File: config.mk
export PLATFORM = sky130hd
export DESIGN_NAME = loop_counter
export DESIGN_NICKNAME = d
export VERILOG_FILES = /design/src/rtl/loop_counter.sv
export SDC_FILE = /design/constraint.sdc
export NUM_CORES = 1
export LEC_CHECK = 0
export ABC_AREA = 1
export CAP_MARGIN = 20
export CORE_AREA = 5 5 42 44
export DETAILED_ROUTE_END_ITERATION = 10
export DIE_AREA = 0 0 47 49
export GPL_TIMING_DRIVEN = 0
export PLACE_DENSITY_LB_ADDON = 0.25
export SLEW_MARGIN = 10
export SYNTH_ARGS = -nofsm -noshare
export SYNTH_HDL_FRONTEND = slang
export SYNTH_SLANG_ARGS = --single-unit
File: constraint.sdc
create_clock -name clk -period 1.39 [get_ports clk]
set_input_delay 0.2085 -clock clk [delete_from_list [all_inputs] [get_ports clk]]
set_output_delay 0.2085 -clock clk [all_outputs]
set_load 0.005 [all_outputs]
File: src/rtl/loop_counter.sv
// Modulo-N loop index counter with terminal-count carry-out.
// Used for nested loops in the CNN accelerator control path.
module loop_counter #(
  parameter  int N     = 10,
  localparam int CNT_W = (N > 2) ? $clog2(N) : 1
) (
  input  logic             clk,
  input  logic             rst,
  input  logic             en,
  input  logic             clr,
  output logic             co,
  output logic [CNT_W-1:0] cnt
);

  localparam logic [CNT_W-1:0] LAST = CNT_W'(N - 1);

  // Wrap only on an exact match; a forced out-of-range value simply increments.
  always_ff @(posedge clk or posedge rst) begin
    if (rst) begin
      cnt <= '0;
    end else if (clr) begin
      cnt <= '0;
    end else if (en) begin
      if (cnt == LAST) cnt <= '0;
      else             cnt <= cnt + 1'b1;
    end
  end

  assign co = (cnt == LAST);

endmodule

Word level (Yosys, flattened, before mapping)
Cells that the tools add are included.

Bits in writable memories: 0. Register bits after elaboration: 4. ROM bits: 0. Logic and storage cells: 7. Input port bits: 4. Output and inout port bits: 5. Memories: 0. Latch bits: 0.

Muxes and demuxes: 3. Magnitude comparators: 0. $add $sub $neg: 1. Equal/unequal tests: 1. Multipliers: 0. Bitwise operators: 0. Reduce and logical (&&, ||, !) cells: 1. Divide/modulo/power cells: 0. Shifts and indexed selects: 0.

Operators with widths (count): 4-bit 2-to-1 mux (3); 4-bit by 1-bit adder with 4-bit output, second input constant (1); 4-bit == test, second input constant (1); 2-bit nonzero test (1).

Longest topological paths before layout
Depth in word-level cells: 4. Mapped depth: 7. Mapped depth without buffers: 7.

Worst setup path after synthesis
No wires, ideal clock.

Kind: register -> register. Start point: register cnt[1]. End point: register cnt[3]. Arrival: 0.966 ns. Clock period less this slack: 1.082 ns. Library setup time: 0.116 ns. Data required time: 1.274 ns. Setup slack: 0.308 ns. Path buffers: 0. Cell stages (with the launch flop): 8. Cells stage by stage: dfrtp_1 inv_1 ha_1 nand2_2 nor2_2 nor2_2 nand2_1 nand2_1.

Longest elaborated chain between the ends: 4. Elaborated cells between the ends (all ways): 5. Those cells by class: add/sub: 1; eq/ne: 1; mux: 3.

RTL lines: start: declaration (RTL line 12) `output logic [CNT_W-1:0] cnt`; start signal: assignment (RTL line 25) `else cnt <= cnt + 1'b1;`; 4-bit == test; net co (RTL line 11) `output logic co,`; 4-bit 2-to-1 mux (RTL line 24) `if (cnt == LAST) cnt <= '0;`; 4-bit 2-to-1 mux (RTL line 23) `end else if (en) begin`; 4-bit 2-to-1 mux (RTL line 21) `end else if (clr) begin`.

The timed path passes the listed nets, and every way through them passes these cells. The select of a mux whose other input is x is not followed. A chain may end at the register's enable or synchronous reset.

Worst setup path after layout
Start point: register cnt[1]. End point: output port co.

Longest elaborated chain between the ends: 1.

RTL lines: 4-bit == test (RTL line 29) `assign co = (cnt == LAST);`; end: declaration (RTL line 11).

No other way between the ends.

==> flow_summary.ini <==
[layout]
layout_common_cells = 16 x nand2_1, 8 x inv_1, 5 x clkdlybuf4s50_1, 5 x buf_4
drive_above_1_share_pct = 30.36
nFillCells = 158
layout_commonest_cell = nand2_1
stdcell_count = 72
nets = 64
top_regs = cnt x4
area_delta_synth_final_pct = 62.50
utilization_pct = 31.34
diodes = 0
largest_register_ffs = 4
top_register = cnt

[timing]
setup-violations-final = 0
drv_slew = 0
layout_setup_ws_ps = 70.18
worst_pin_slew_ps = 153.0
relSlewSlack_pct = 89.79
fin_crit_sh_pct = 94.95
final.setup.tns_ps = 0
clock_skew_ps = 3.431
fin_crit_ps = 1320
rsz0062_at_grt = no
hold_viol_final = 0
fmax_mhz = 757.7

[drt]
finalWirelength_um = 676
wl_met3_um = 49
routed-via-count = 282
ant_nets = 0
top_layer = met3
vias_per_cell = 3.917
wl_met1_um = 286
drtIter0Drc = 5
routedWlPerCell_um = 9.389
drt-pass1-iter-count = 4
drc = 0
wl_met2_um = 340

[global_routing]
antenna_found_initial = 0
grt_pass1_vias = 277
track_usage_pct = 7.274
grt-ovfl-total = 0
grt_max_degree = 7
grt_first_pass_wirelength_um = 1152

[place]
dp.cells = 64
place_ws_ps = -192.7
dp_hpwl_um = 463.8
gp_congestion = 0.7194
port_buffers = 8

[job]
maxCapViolCount = 0

[setup_path]
r2r_cells = 6
crit_arrival_ps = 1110
timing.rr.end = cnt[2]$_DFFE_PP0P_
r2r_slack_ps = 290
startpoint_type = register
cp_data_required_time_ps = 1180
endpoint = co
worstPathMaxFanout = 2
endpoint_kind = output pin
crit_type = reg2out
cp-startpoint = cnt[1]$_DFFE_PP0P_
r2r_start = cnt[0]$_DFFE_PP0P_

[yosys]
yosysSeqAreaShare_pct = 37.04
avgSynthCellArea_sq_um = 6.756
synth_area_leaders = dfrtp_1 37%, nand2_1 22%, inv_1 13%
yosys.area.top_type_share_pct = 37.04
synth_area_leader_cell = dfrtp_1
synthCells = 40
syn-num-nets = 46
ys_ff_latch = 4
synth_warnings = 0
synth.lib_cells_used.distinct = 10
syn_area_sq_um = 270.3

[hold_path]
hold_path.class = in2async

[die]
rows = 14
initial_core_util_pct = 19.29
die_h_um = 49
die_x_um = 47
core_region_area_sq_um = 1401
dieArea_sq_um = 2303
io_pins = 9

[clock_tree]
clockBufferDepth = 2
cts_buffers = 3
clkSinkCount = 4
path_clk_slew_ps = 40
hold_buffers = 0
htreeDepth = 1
clk-insertion-delay-late_ps = 230
cts-root-buf = clkbuf_4
cts_tree = yes

[pwr]
max-vdd-ir-drop_mv = 0.4635
power.leakage_nw = 0.2376
cellPowerDensity_nw_per_um2 = 756.2

[status]
status = finished clean
[worst min-delay path by stage]
stage,startpoint,endpoint,slack [ps],cells after the start
floorplan,rst,cnt[0]$_DFFE_PP0P_,-30,1
global placement,rst,cnt[2]$_DFFE_PP0P_,420,2
CTS,rst,cnt[3]$_DFFE_PP0P_,170,2
finish,rst,cnt[2]$_DFFE_PP0P_,170,2
global route,rst,cnt[2]$_DFFE_PP0P_,190,2
detailed placement,rst,cnt[3]$_DFFE_PP0P_,420,2
[logic make-up after synthesis]
logic type                 Yosys count  share of synthesized area (%)
buffers and inverters                9                          12.50
and+or+nand+nor                     24                          38.43
AOI/OAI and AO/OA                    1                          2.779
adders and majority gates            2                          9.258
DFF                                  4                          37.04
[cell usage after synthesis]
master	number
inv_1	9
ha_1	2
o21bai_1	1
nand2_1	16
nand3_1	3
nand4_1	1
nor2_2	2
nand2_2	1
nor2_1	1
dfrtp_1	4
[worst max-delay path, stage by stage (launching register included)]
cell,delay (ps)
dfrtp_1,380
inv_2,70
ha_4,130
nand2_2,50
nor2_2,120
buf_2,130
[metrics by stage]
stage               hold WS [ps]  total power, W  cell area (sq um)
floorplan                 -25.42       0.0001539              270.3
global placement           416.2       0.0001795              370.4
detailed placement         415.7       0.0001799              370.4
CTS                        172.3       0.0003325              427.9
global route               193.5       0.0003614              439.2
finish                     166.3       0.0003321              439.2
[where the power goes]
part           internal [W]  leakage [nW]  switching (W)
Sequential         0.000123        0.0497     0.00000520
Clock             0.0000965        0.0138      0.0000468
Combinational     0.0000314         0.174      0.0000293
Total              0.000251         0.238      0.0000814
[cell type report]
| type | count | area, sq um | area share [%] |
|---|---|---|---|
| well taps | 16 | 20.02 | 4.558 |
| repair buffers | 13 | 110.1 | 25.07 |
| inverters | 9 | 33.78 | 7.692 |
| multi-input cells | 27 | 148.9 | 33.90 |
| clock buffers | 3 | 22.52 | 5.128 |
| flip-flops and latches | 4 | 103.9 | 23.65 |
[repair_timing]
item / in CTS / in global routing
pin swaps: 0 / 1
buffers inserted: 4 / 1
setup endpoints to repair: 5 / 2
gates resized for setup: 9 / 3
[routing by layer]
layer,global-route usage [%],up-vias
li1,-,150
met1,9.091,125
met2,9.955,7
met3,6.642,0
met4,0,0
met5,0,-
Note: power is estimated with default switching activity, not from simulation.
